File: config.mk
export PLATFORM = sky130hd
export DESIGN_NAME = hs_slice_chain_flat
export DESIGN_NICKNAME = d
export VERILOG_FILES = /design/src/rtl/hs_slice_chain_if.sv /design/src/rtl/hs_slice_chain.sv /design/src/flat_wrapper.sv
export SDC_FILE = /design/constraint.sdc
export NUM_CORES = 1
export LEC_CHECK = 0
export BUFFER_PORTS_ARGS = -buffer_cell sky130_fd_sc_hd__buf_2
export CELL_PAD_IN_SITES_DETAIL_PLACEMENT = 0
export CELL_PAD_IN_SITES_GLOBAL_PLACEMENT = 1
export CORE_MARGIN = 2
export CORE_UTILIZATION = 45
export DETAILED_ROUTE_END_ITERATION = 10
export GPL_TIMING_DRIVEN = 0
export PLACE_DENSITY_LB_ADDON = 0.1
export SYNTH_ARGS = -nofsm -noshare
export SYNTH_HDL_FRONTEND = slang
export SYNTH_SLANG_ARGS = --single-unit
File: constraint.sdc
create_clock -name clk -period 6.75 [get_ports clk]
set_clock_uncertainty 0.05 [all_clocks]
set_input_delay 1.35 -clock clk [delete_from_list [all_inputs] [get_ports clk]]
set_output_delay 1.35 -clock clk [all_outputs]
set_load 0.01 [all_outputs]
File: src/rtl/hs_slice_chain_if.sv
// hs_slice_chain_if: one valid/ready/data channel between a master and a slave.
interface hs_slice_chain_if #(parameter int L = 8);
    logic         valid;
    logic         ready;
    logic [L-1:0] data;
    modport master (output valid, output data, input ready);
    modport slave (input valid, input data, output ready);
endinterface

File: src/rtl/hs_slice_chain.sv
// hs_slice_chain: DEPTH valid/ready register slices in series, with flush and occupancy count.
// MODE 0 registers valid/data, MODE 1 registers ready (skid), MODE 2 does both per slice.
module hs_slice_chain #(
    parameter int L     = 8,
    parameter int DEPTH = 2,
    parameter int MODE  = 2
) (
    input  logic                           clk,
    input  logic                           rst,
    input  logic                           flush,
    hs_slice_chain_if.slave                up,
    hs_slice_chain_if.master               dn,
    output logic [$clog2(2*DEPTH+1)-1:0]   occupancy
);
    localparam int OW = $clog2(2*DEPTH+1);

    if (MODE < 0 || MODE > 2) begin : g_bad_mode
        $error("hs_slice_chain: MODE must be 0, 1 or 2");
    end
    if (DEPTH < 1) begin : g_bad_depth
        $error("hs_slice_chain: DEPTH must be at least 1");
    end

    for (genvar i = 0; i < DEPTH; i++) begin : g_slice
        logic         uv, ur, dv, dr;
        logic [L-1:0] ud, dd;
        logic         mv, mr;
        logic [L-1:0] md;
        if (i == 0) begin : g_head
            assign uv       = up.valid;
            assign ud       = up.data;
            assign up.ready = ur;
        end else begin : g_link
            assign uv = g_slice[i-1].dv;
            assign ud = g_slice[i-1].dd;
        end
        if (i == DEPTH - 1) begin : g_tail
            assign dr = dn.ready;
        end else begin : g_next
            assign dr = g_slice[i+1].ur;
        end
        if (MODE != 1) begin : g_fwd
            logic         fv_q, fv_d;
            logic [L-1:0] fd_q, fd_d;
            assign ur = !fv_q || mr;
            assign mv = fv_q;
            assign md = fd_q;
            always_comb begin
                fv_d = flush ? 1'b0 : ur ? uv : fv_q;
                fd_d = flush ? '0 : (ur && uv) ? ud : fd_q;
            end
            always_ff @(posedge clk) begin
                if (rst) begin
                    fv_q <= 1'b0;
                    fd_q <= '0;
                end else begin
                    fv_q <= fv_d;
                    fd_q <= fd_d;
                end
            end
        end else begin : g_fwd_thru
            assign ur = mr;
            assign mv = uv;
            assign md = ud;
        end
        if (MODE != 0) begin : g_skid
            logic         sv_q, sv_d;
            logic [L-1:0] sd_q, sd_d;
            // skid register catches the beat that arrives while downstream stalls
            assign mr = !sv_q;
            assign dv = mv || sv_q;
            assign dd = sv_q ? sd_q : md;
            always_comb begin
                sv_d = flush ? 1'b0 : (!dr && (mv || sv_q));
                sd_d = flush ? '0 : (mv && !sv_q && !dr) ? md : sd_q;
            end
            always_ff @(posedge clk) begin
                if (rst) begin
                    sv_q <= 1'b0;
                    sd_q <= '0;
                end else begin
                    sv_q <= sv_d;
                    sd_q <= sd_d;
                end
            end
        end else begin : g_skid_thru
            assign mr = dr;
            assign dv = mv;
            assign dd = md;
        end
    end

    assign dn.valid = g_slice[DEPTH-1].dv;
    assign dn.data  = g_slice[DEPTH-1].dd;

    logic          push, pop;
    logic [OW-1:0] occ_q, occ_d;
    assign push = up.valid && up.ready;
    assign pop  = dn.valid && dn.ready;
    always_comb begin
        occ_d = flush ? '0 : occ_q + OW'(push) - OW'(pop);
    end
    always_ff @(posedge clk) begin
        if (rst) occ_q <= '0;
        else     occ_q <= occ_d;
    end
    assign occupancy = occ_q;
endmodule

File: src/flat_wrapper.sv
// flat-port wrapper written by rule: the top's interface ports become plain ports
module hs_slice_chain_flat 
#(
    parameter int L     = 8,
    parameter int DEPTH = 2,
    parameter int MODE  = 2
)
  (clk, rst, flush, occupancy, up_valid, up_data, up_ready, dn_valid, dn_data, dn_ready);
  hs_slice_chain_if #(.L(L)) up_i ();
  hs_slice_chain_if #(.L(L)) dn_i ();
  input  logic clk;
  input  logic rst;
  input  logic flush;
  output logic [$clog2(2*DEPTH+1)-1:0] occupancy;
  input wire logic [$bits(up_i.valid)-1:0] up_valid;
  input wire logic [$bits(up_i.data)-1:0] up_data;
  output wire logic [$bits(up_i.ready)-1:0] up_ready;
  output wire logic [$bits(dn_i.valid)-1:0] dn_valid;
  output wire logic [$bits(dn_i.data)-1:0] dn_data;
  input wire logic [$bits(dn_i.ready)-1:0] dn_ready;
  assign up_i.valid = up_valid;
  assign up_i.data = up_data;
  assign up_ready = up_i.ready;
  assign dn_valid = dn_i.valid;
  assign dn_data = dn_i.data;
  assign dn_i.ready = dn_ready;
  hs_slice_chain #(.L(L), .DEPTH(DEPTH), .MODE(MODE)) u_core (.clk(clk), .rst(rst), .flush(flush), .up(up_i), .dn(dn_i), .occupancy(occupancy));
endmodule
# After elaboration in Yosys (flattened, before gate mapping)
# Index checks and enable logic that the tools add are counted.
op_classes:
  n_addsub: 2
  n_mul: 0
  n_div: 0
  order_cmp: 0
  eq_ne: 0
  shifts: 0
  mux: 2
  bitwise_logic: 0
  n_reduce_logical: 20
ops:
  columns: ["operator", "count"]
  rows:
  - ["2-to-1 mux 8 bit", 2]
  - ["logical AND 1 bit", 9]
  - ["logical NOT 1 bit", 6]
  - ["logical OR 1 bit", 4]
  - ["adder 3 x 1 -> 3 bit", 1]
  - ["subtractor 3 x 1 -> 3 bit", 1]
  - ["OR reduction 2 bit", 1]
totals:
  register_bits: 39
  latch_bits: 0
  ram_bits: 0
  rom_bits: 0
  inputBits: 13
  output_inout_bits: 13
  elab_cells: 33
  memories: 0

# Depth between registers and ports, before layout
# Gate-level depths: netlist (run 1).
logic_depth:
  ltp_word: 5
  ltp_mapped: 10
  mapped_depth_nobuf: 10

# Least setup slack after synthesis (run 1)
# Ideal clock, no wire load.
synth_timing:
  kind: "input to register"
  from: "in up_valid"
  to: "reg u_core.occ_q[2], in the netlist u_core.occupancy[2]"
  arrival_time_ns: 2.687
  required_time_ns: 6.583
  slack_ns: 3.896
  stages: 9
  path_cell_list: "a21bo_2 buf_2 inv_2 ha_1 inv_1 fa_1 xor2_1 xnor2_1 nor2_1"
synth_between:
  elab_chain_len: 3
synth_lines:
  columns: ["item", "line_no", "rtl"]
  rows:
  - ["from (decl)", "flat_wrapper.sv:15", "input wire logic [$bits(up_i.valid)-1:0] up_valid;"]
  - ["logical AND 1 bit", "hs_slice_chain.sv:98", "assign push = up.valid && up.ready;"]
  - ["named net u_core.push", "hs_slice_chain.sv:96", "logic push, pop;"]
  - ["adder 3 x 1 -> 3 bit", "hs_slice_chain.sv:101", "occ_d = flush ? '0 : occ_q + OW'(push) - OW'(pop);"]
  - ["subtractor 3 x 1 -> 3 bit", "hs_slice_chain.sv:101", null]
  - ["to (signal assigned)", "hs_slice_chain.sv:104", "if (rst) occ_q <= '0;"]
  - ["to (signal assigned)", "hs_slice_chain.sv:105", "else occ_q <= occ_d;"]
  - ["to (decl)", "hs_slice_chain.sv:97", "logic [OW-1:0] occ_q, occ_d;"]
# The timed path passes the listed nets, and every way through them passes these cells.
# A chain may end at the register's enable or synchronous reset.

# Worst setup path in the final report (run 1)
layout_timing:
  from: "reg u_core.g_slice[1].g_skid.sv_q"
  to: "out dn_data[2]"
layout_between:
  elab_chain_len: 1
layout_lines:
  columns: ["item", "line_no", "rtl"]
  rows:
  - ["from (decl)", "hs_slice_chain.sv:67", "logic sv_q, sv_d;"]
  - ["from (signal assigned)", "hs_slice_chain.sv:82", "sv_q <= sv_d;"]
  - ["2-to-1 mux 8 bit", "hs_slice_chain.sv:72", "assign dd = sv_q ? sd_q : md;"]
  - ["to (decl)", "flat_wrapper.sv:19", "output wire logic [$bits(dn_i.data)-1:0] dn_data;"]
# No other way between the ends.

==> results.py, run 1 <==
metrics = {
    "synthesis": {
        "yosysUniqueCellTypes": 27,
        "ys.flop_type": "dfxtp_1",
        "ys_seq_area_share_pct": 47.09,
        "synth_edf_count": 0,
        "synth_area_leaders": "dfxtp_1 (47%), mux2i_1 (9.7%), nand2_1 (7.7%)",
        "async_flop_share_pct": 0,
        "yosysTopAreaCell": "dfxtp_1",
        "yosysTopAreaCellShare_pct": 47.09,
        "syn_avg_cell_area_um2": 9.473,
        "netlist_area_um2": 1658,
        "synth-seq-cells": 39,
        "synth.net_count": 191,
        "ys_warn_count": 0,
        "synth_cells": 175,
    },
    "sta": {
        "fin_hold_ws_ps": 404.4,
        "slew_headroom_pct": 64.12,
        "hold_viol_final": 0,
        "finalSetupTns_ps": 0,
        "min_period_ps": 2896,
        "rsz0062_at_grt": "false",
        "drv_slew": 0,
        "fin_crit_sh_pct": 42.90,
        "max_freq_mhz": 345.3,
        "worst_pin_slew_ps": 538.1,
        "setup_viol": 0,
    },
    "floorplan": {
        "start_util_pct": 45.98,
        "die_x_um": 64.70,
        "core_area_um2": 3606,
        "rows": 22,
        "die_h_um": 64.70,
        "pin_count": 26,
        "die_area_um2": 4185,
    },
    "worst_setup_path": {
        "crit_fanout": 10,
        "r2r_slack_ps": 4450,
        "startpoint_type": "flop",
        "path_class": "flop to output port",
        "r2r-end": "u_core.occupancy[2]",
        "crit_start": "u_core.g_slice[1].g_skid.sv_q",
        "reg2reg_depth": 10,
        "critPathRequiredTime_ps": 5350,
        "cp.arrival_ps": 1500,
        "reg2reg_from": "u_core.g_slice[1].g_fwd.fv_q",
        "critical_path.endpoint_type": "output port",
    },
    "global_routing": {
        "grt_start_max_net_pins": 12,
        "met3_usage_pct": 3.819,
        "antenna_found_initial": 0,
        "grt.met2_usage_pct": 26.69,
        "grt_usage_pct": 16.33,
        "grt_pass1_vias": 1188,
        "gr-usage-met1_pct": 20.55,
        "top_usage_layer": "met2",
        "overflow": 0,
        "grt_pass1_wl_um": 5237,
    },
    "final_layout": {
        "diodes": 0,
        "layoutNonFillerInstCount": 256,
        "drive_above_1_share_pct": 27.88,
        "area_growth_pct": 16.08,
        "fin_nets": 223,
    },
    "hold_path": {
        "min_from": "u_core.g_slice[0].g_skid.sd_q[3]",
        "min_to": "u_core.g_slice[0].g_skid.sd_q[3]",
        "hold_depth": 2,
        "hp-class": "flop to flop",
    },
    "clock_network": {
        "postCtsResizedCells": 0,
        "cts-buffers-inserted": 5,
        "post_cts_buffers": 0,
        "clk_path_buf_depth": 2,
        "cts_root_buf": "clkbuf_8",
        "cts_tree": "done",
        "clk_pin_slew_ps": 70,
        "clk_latency_ps": 280,
        "cts_hold_buf": 0,
        "htree_levels": 2,
        "cts_sinks": 39,
    },
    "place": {
        "dp.cells": 248,
        "dp_hpwl_um": 2275,
        "routabilityCongestion": 0.7509,
        "io_buffers": 25,
    },
    "route": {
        "drc_errors": 0,
        "wl_per_cell_um": 11.91,
        "drtIter0Drc": 25,
        "totalWireLength_um": 3048,
        "dr.pass1.iters": 4,
        "drt-vias-per-instance": 4.840,
        "dr_total_vias": 1239,
        "antenna_left": 0,
    },
    "status": {
        "outcome": "completed",
    },
    "power": {
        "leakage_uw": 0.0007547,
        "power.density_nw_per_um2": 212.0,
        "ir_worst_vdd_uv": 114.2,
    },
    "job": {
        "maxCapViolations": 0,
    },
}
## how the worst max path moves through the flow
stage                                     end  slack (ps)  cells after the start
after floorplan           u_core.occupancy[2]        3900                      9
after global routing      u_core.occupancy[2]        3760                     10
after global placement    u_core.occupancy[2]        3680                     10
after detailed placement  u_core.occupancy[2]        3640                     10
after CTS                          dn_data[2]        3850                      3
final                              dn_data[2]        3850                      3
## Yosys cell counts (2+ instances only)
cell type	number
dfxtp_1	39
nand2_1	34
nor2_1	21
a21oi_1	18
mux2i_1	16
mux2_2	8
a211oi_1	6
buf_2	4
inv_1	4
buf_4	3
a211oi_2	2
buf_6	2
clkbuf_1	2
ha_1	2
or2_2	2
## routing by layer
metal	vias to the layer above	share of wire [%]	wire [um]
met1	562	48	1459
met2	23	47	1424
met4	0	1.3	40
met5	-	0	0
met3	6	4.1	124
li1	648	-	-
## power by group
group | leakage [uW] | total, uW | switching, uW | internal, uW
Sequential | 0.000316 | 236 | 2.73 | 234
Combinational | 0.000397 | 27.0 | 15.1 | 11.9
Clock | 0.0000422 | 144 | 72.1 | 72.4
## through the flow
step           area, um2  total power, uW  util [%]  worst slack (ps)
2_1_floorplan       1658            259.1         -              3896
3_3_place_gp        1843            267.9     51.11              3684
3_5_place_dp        1843            268.9     51.11              3645
4_1_cts             1924            414.5     53.37              3849
5_1_grt             1924            429.0     53.37              3763
6_report            1924            407.9     53.37              3854
## worst max-delay path, stage by stage (launching register included)
cell,delay [ps]
dfxtp_1,480
buf_4,250
mux2_2,350
buf_2,140
## kinds of logic (layout without fill, tap and decap cells)
| logic type | count (synthesis) | after routing | synth area share (%) |
|---|---|---|---|
| muxes | 24 | 24 | 15.09 |
| AOI/OAI and AO/OA | 28 | 28 | 11.85 |
| adders and majority gates | 3 | 3 | 2.717 |
| DFF | 39 | 39 | 47.09 |
| xor gates and xnor gates | 2 | 2 | 1.057 |
| buffers and inverters | 16 | 49 | 5.509 |
| and+or+nand+nor | 63 | 63 | 16.68 |
## sequential cells by signal (all words and copies together), names as in the netlist
signal / flops
u_core.occupancy: 3
u_core.g_slice.g_skid.sd_q: 16
u_core.g_slice.g_skid.sv_q: 2
u_core.g_slice.g_fwd.fd_q: 16
u_core.g_slice.g_fwd.fv_q: 2
## area by class of cell
class,count,area [um2]
Timing Repair Buffer,25,125.1
Sequential cell,39,780.7
Inverter,5,18.77
Clock inverter,1,5.005
Buffer,11,72.57
Fill cell,355,1682
Tap cell,48,60.06
Multi-Input combinational cell,120,785.8
Clock buffer,7,76.32
## placed cells by master (no fill, tap or decap)
cell type  instances
a21bo_2            1
xor2_1             1
or2_2              2
a211oi_2           2
mux2i_1           16
nor3_1             1
clkinv_2           1
buf_4              3
xnor2_1            1
buf_2             29
nand2_1           34
and4b_2            1
clkbuf_1           4
a211oi_1           6
a21oi_1           18
inv_2              1
nor3b_1            1
mux2_2             8
nor2_1            21
buf_6              2
a2bb2oi_4          1
nor3b_2            1
ha_1               2
fa_1               1
clkbuf_8           5
dfxtp_1           39
inv_1              4
nand4b_2           1
and2_1             1
(Power assumes the default switching activity.)
==> run 2, diff against run 1 <==
--- a/config.mk
+++ b/config.mk
@@ -9,7 +9,7 @@
 export CELL_PAD_IN_SITES_DETAIL_PLACEMENT = 0
 export CELL_PAD_IN_SITES_GLOBAL_PLACEMENT = 1
 export CORE_MARGIN = 2
-export CORE_UTILIZATION = 45
+export CORE_UTILIZATION = 42
 export DETAILED_ROUTE_END_ITERATION = 10
 export GPL_TIMING_DRIVEN = 0
 export PLACE_DENSITY_LB_ADDON = 0.1
==> constraint.sdc (replaced) <==
create_clock -name clk -period 3 [get_ports clk]
set_clock_uncertainty 0.05 [all_clocks]
set_input_delay 0.6 -clock clk [delete_from_list [all_inputs] [get_ports clk]]
set_output_delay 0.6 -clock clk [all_outputs]
set_load 0.01 [all_outputs]
==> run 2 against run 1 <==
  * Critical path type is now flop to flop
  * Register-to-register slack worse by 3700 ps
  * Critical path depth is 7 higher
  * Worst setup slack worse by 3100 ps
  * Power is 120% higher
  * Highest routed layer unchanged
  * Clock power is 120% higher
==> results.py, run 2 (synthesized netlist as in run 1, its figures left out) <==
metrics = {
    "clock_network": {
        "cts-buffers-inserted": 5,
        "htree_levels": 2,
        "postCtsResizedCells": 0,
        "clk_path_buf_depth": 2,
        "clk_latency_ps": 280,
        "cts_root_buf": "clkbuf_8",
        "clk_pin_slew_ps": 70,
        "post_cts_buffers": 0,
        "cts_sinks": 39,
        "cts_hold_buf": 0,
        "cts_tree": "done",
    },
    "worst_setup_path": {
        "crit_start": "u_core.g_slice[1].g_fwd.fv_q",
        "path_class": "flop to flop",
        "crit_slowest_cell": "dfxtp_1",
        "max_stage_delay_ps": 380,
        "reg2reg_from": "u_core.g_slice[1].g_fwd.fv_q",
        "crit_family": "adder cells",
        "worstPathCellList": "or2_2, and2_1, ha_1, inv_1, ha_1, inv_1, fa_1, xor2_1, xnor2_1, nor2_1",
        "cp.arrival_ps": 2400,
        "critical_path.endpoint_type": "flop",
        "crit_fanout": 6,
        "cp.buffers_inverters": 2,
        "critPathRequiredTime_ps": 3120,
        "startpoint_type": "flop",
    },
    "sta": {
        "fin_crit_sh_pct": 75.93,
        "drv_slew": 0,
        "slew_headroom_pct": 63.80,
        "setup_viol": 0,
        "min_period_ps": 2278,
        "finalSetupTns_ps": 0,
        "rsz0062_at_grt": "false",
        "worst_pin_slew_ps": 542.9,
        "fin_hold_ws_ps": 404.5,
        "hold_viol_final": 0,
        "max_freq_mhz": 439.0,
    },
    "floorplan": {
        "core_area_um2": 3716,
        "die_area_um2": 4466,
        "die_h_um": 66.83,
        "rows": 22,
        "start_util_pct": 44.61,
        "die_x_um": 66.83,
        "pin_count": 26,
    },
    "global_routing": {
        "grt_pass1_wl_um": 5382,
        "antenna_found_initial": 0,
        "overflow": 0,
        "met3_usage_pct": 4.054,
        "top_usage_layer": "met2",
        "grt_usage_pct": 16.19,
        "grt_start_max_net_pins": 11,
        "grt.met2_usage_pct": 25.62,
        "grt_pass1_vias": 1168,
        "gr-usage-met1_pct": 20.84,
    },
    "route": {
        "dr_total_vias": 1202,
        "drt-vias-per-instance": 4.732,
        "wl_per_cell_um": 12.19,
        "dr.pass1.iters": 4,
        "drc_errors": 0,
        "antenna_left": 0,
        "totalWireLength_um": 3095,
        "drtIter0Drc": 36,
    },
    "final_layout": {
        "area_growth_pct": 15.55,
        "final_common_cell": "dfxtp_1",
        "design_area_um2": 1916,
        "drive_above_1_share_pct": 27.67,
        "diodes": 0,
        "final_cell_mix": "dfxtp_1 (39), nand2_1 (34), buf_2 (29)",
        "fin_nets": 223,
    },
    "hold_path": {
        "hp-class": "flop to flop",
        "min_from": "u_core.g_slice[0].g_skid.sd_q[6]",
    },
    "power": {
        "ir_worst_vdd_uv": 304.2,
        "total_power_uw": 907.0,
        "power.density_nw_per_um2": 473.5,
        "leakage_uw": 0.0007497,
    },
    "place": {
        "io_buffers": 25,
        "routabilityCongestion": 0.7409,
        "placed_area_um2": 1843,
        "dp_hpwl_um": 2276,
    },
    "status": {
        "outcome": "completed",
    },
    "job": {
        "maxCapViolations": 0,
    },
}
[run 2: layout make-up]
cell class / count / area (um2)
fillers: 377 / 1800
repair buffers: 25 / 125.1
clock buffers: 6 / 72.57
well taps: 48 / 60.06
multi-input cells: 120 / 785.8
inverters: 5 / 18.77
flip-flops and latches: 39 / 780.7
plain buffers: 11 / 72.57
[run 2: report_power, final]
group	total [uW]	switching [uW]	internal [uW]
sequential	532	5.83	526
clock	314	159	155
combinational	61.2	34.4	26.8
[run 2: final timing paths]
path / endpoint / slack [ps] / cells after the start
max: u_core.occupancy[2] / 720 / 10
min: u_core.g_slice[0].g_skid.sd_q[6] / 400 / 2
max reg2reg: u_core.occupancy[2] / 720 / 10
min reg2reg: u_core.g_slice[0].g_skid.sd_q[6] / 400 / 2
[run 2: worst reg2reg max path: stages, from the launching register on]
cell	delay, ps
dfxtp_1	380
or2_2	330
and2_1	160
ha_1	260
inv_1	50
ha_1	130
inv_1	50
fa_1	380
xor2_1	180
xnor2_1	140
nor2_1	60
[run 2: through the flow]
step                      setup WS (ps)  utilization, %  cells
after global placement            680.8           49.60    248
after floorplan                   812.6               -    175
after CTS                         714.4           51.55    254
final                             722.2           51.55    254
after detailed placement          632.8           49.60    248
after global routing              511.8           51.55    254
[run 2: layer usage]
| layer | wire [um] | share of wire [%] | vias up |
|---|---|---|---|
| li1 | - | - | 644 |
| met4 | 39 | 1.3 | 0 |
| met3 | 127 | 4.1 | 4 |
| met2 | 1382 | 45 | 23 |
| met1 | 1545 | 50 | 531 |
| met5 | 0 | 0 | - |
==> run 3, diff against run 2 <==
==> constraint.sdc (replaced) <==
create_clock -name clk -period 2.3 [get_ports clk]
set_clock_uncertainty 0.05 [all_clocks]
set_input_delay 0.46 -clock clk [delete_from_list [all_inputs] [get_ports clk]]
set_output_delay 0.46 -clock clk [all_outputs]
set_load 0.01 [all_outputs]
==> run 3 against run 2 <==
  * Worst hold slack worse by 73 ps
  * Critical path depth unchanged
  * Register-to-register slack got worse by 550 ps
  * Via count rose by 1.1%
  * Maximum frequency is 7.2% higher
  * Critical path type unchanged
  * Largest cell class unchanged
  * Utilization increased by 1.3 points
  * Sequential cell count stayed put
  * Critical endpoint unchanged
  * Die area stayed put
  * Power grew 31%
==> results.py, run 3 (synthesized netlist as in run 1, its figures left out) <==
metrics = {
    "sta": {
        "min_period_ps": 2125,
        "drv_slew": 0,
        "finalSetupTns_ps": 0,
        "max_freq_mhz": 470.5,
        "setup_viol": 0,
        "rsz0062_at_grt": "false",
        "hold_viol_final": 0,
        "slew_headroom_pct": 63.01,
        "fin_crit_sh_pct": 92.41,
        "worst_pin_slew_ps": 554.9,
    },
    "worst_setup_path": {
        "crit_slowest_cell": "dfxtp_4",
        "cp.arrival_ps": 2240,
        "path_class": "flop to flop",
        "critical_path.endpoint_type": "flop",
        "crit_fanout": 6,
        "worstPathCellList": "or2_4, and2_4, ha_4, inv_1, ha_2, inv_2, fa_2, xor2_2, xnor2_1, nor2_1",
        "max_stage_delay_ps": 370,
        "crit_family": "adder cells",
        "critPathRequiredTime_ps": 2420,
        "startpoint_type": "flop",
        "cp.buffers_inverters": 2,
    },
    "global_routing": {
        "antenna_found_initial": 0,
        "grt_pass1_vias": 1168,
        "grt_start_max_net_pins": 11,
        "grt_pass1_wl_um": 5382,
        "overflow": 0,
        "grt_usage_pct": 16.19,
    },
    "route": {
        "dr.pass1.iters": 4,
        "totalWireLength_um": 3119,
        "antenna_left": 0,
        "dr_total_vias": 1215,
        "drc_errors": 0,
        "drt-vias-per-instance": 4.765,
        "wl_per_cell_um": 12.23,
        "drtIter0Drc": 35,
    },
    "final_layout": {
        "diodes": 0,
        "drive_above_1_share_pct": 31.88,
        "area_growth_pct": 18.41,
        "final_common_cell": "dfxtp_1",
        "fin_nets": 224,
        "final_cell_mix": "dfxtp_1 (37), nand2_1 (34), buf_2 (29)",
        "utilization_pct": 52.83,
        "fillers": 379,
    },
    "floorplan": {
        "start_util_pct": 44.61,
        "rows": 22,
        "pin_count": 26,
        "die_area_um2": 4466,
        "core_area_um2": 3716,
        "die_x_um": 66.83,
        "die_h_um": 66.83,
    },
    "clock_network": {
        "cts_root_buf": "clkbuf_8",
        "cts_tree": "done",
        "cts-buffers-inserted": 5,
        "clk_path_buf_depth": 2,
        "clk_latency_ps": 280,
        "cts_hold_buf": 0,
        "htree_levels": 2,
        "cts_sinks": 39,
        "clk_pin_slew_ps": 70,
    },
    "job": {
        "maxCapViolations": 0,
    },
    "power": {
        "leakage_uw": 0.0007545,
        "ir_worst_vdd_uv": 396.1,
        "power.density_nw_per_um2": 603.0,
    },
    "place": {
        "routabilityCongestion": 0.7409,
        "io_buffers": 25,
        "dp_hpwl_um": 2276,
    },
    "hold_path": {
        "hp-class": "primary input to flop",
    },
    "status": {
        "outcome": "completed",
    },
}
-- run 3: per-layer routing --
metal / global-route usage (%) / up-vias / wire, um
met2: 25.62 / 23 / 1391
li1: - / 646 / -
met4: 6.888 / 0 / 40
met1: 20.84 / 542 / 1561
met3: 4.054 / 4 / 125
met5: 0 / - / 0
-- run 3: worst register-to-register path, delay by kind of cell, from the launching register on --
family / cells / cell delay [ps]
adder cells (fa/ha/maj): 3 / 730
XOR/XNOR: 2 / 320
AND/OR/NAND/NOR: 3 / 450
buffers and inverters: 2 / 90
flip-flops: 1 / 370
-- run 3: path summary, 6_finish.rpt --
path / cells past startpoint / from / to / slack [ps]
setup / recovery: 10 / u_core.g_slice[1].g_fwd.fv_q / u_core.occupancy[2] / 170
hold / removal: 2 / dn_ready / u_core.g_slice[1].g_skid.sv_q / 330
setup reg to reg: 10 / u_core.g_slice[1].g_fwd.fv_q / u_core.occupancy[2] / 170
hold reg to reg: 2 / u_core.g_slice[0].g_skid.sd_q[6] / u_core.g_slice[0].g_skid.sd_q[6] / 400
-- run 3: what timing repair did --
action	CTS	global route
setup endpoints to repair	0	1
buffers inserted	0	1
resized for setup	0	12
-- run 3: power breakdown --
part           switching, uW  total (uW)  leakage (uW)  internal, uW
sequential              7.85         692      0.000317           684
combinational           46.8        83.6      0.000400          36.8
clock                    207         409     0.0000371           202
total                    261        1180      0.000754           922
-- run 3: stage by stage --
stage	worst slack [ps]	total power [uW]	instances	cell area [um2]	hold slack (ps)
after floorplan	112.6	760.4	175	1658	386.0
after global placement	94.13	786.9	248	1843	391.2
after detailed placement	49.59	789.9	248	1843	397.7
after CTS	14.37	1192	254	1916	322.2
after global routing	14.01	1234	255	1963	334.4
final	174.5	1184	255	1963	331.3
-- run 3: final cells by class --
| class | count | area (um2) | share of cell area, % |
|---|---|---|---|
| inverter | 5 | 21.27 | 1.083 |
| tap | 48 | 60.06 | 3.059 |
| sequential | 39 | 788.3 | 40.15 |
| timing repair buffer | 26 | 132.6 | 6.756 |
| buffer | 11 | 72.57 | 3.697 |
| clock buffer | 6 | 72.57 | 3.697 |
| multi-input combinational | 120 | 815.8 | 41.56 |
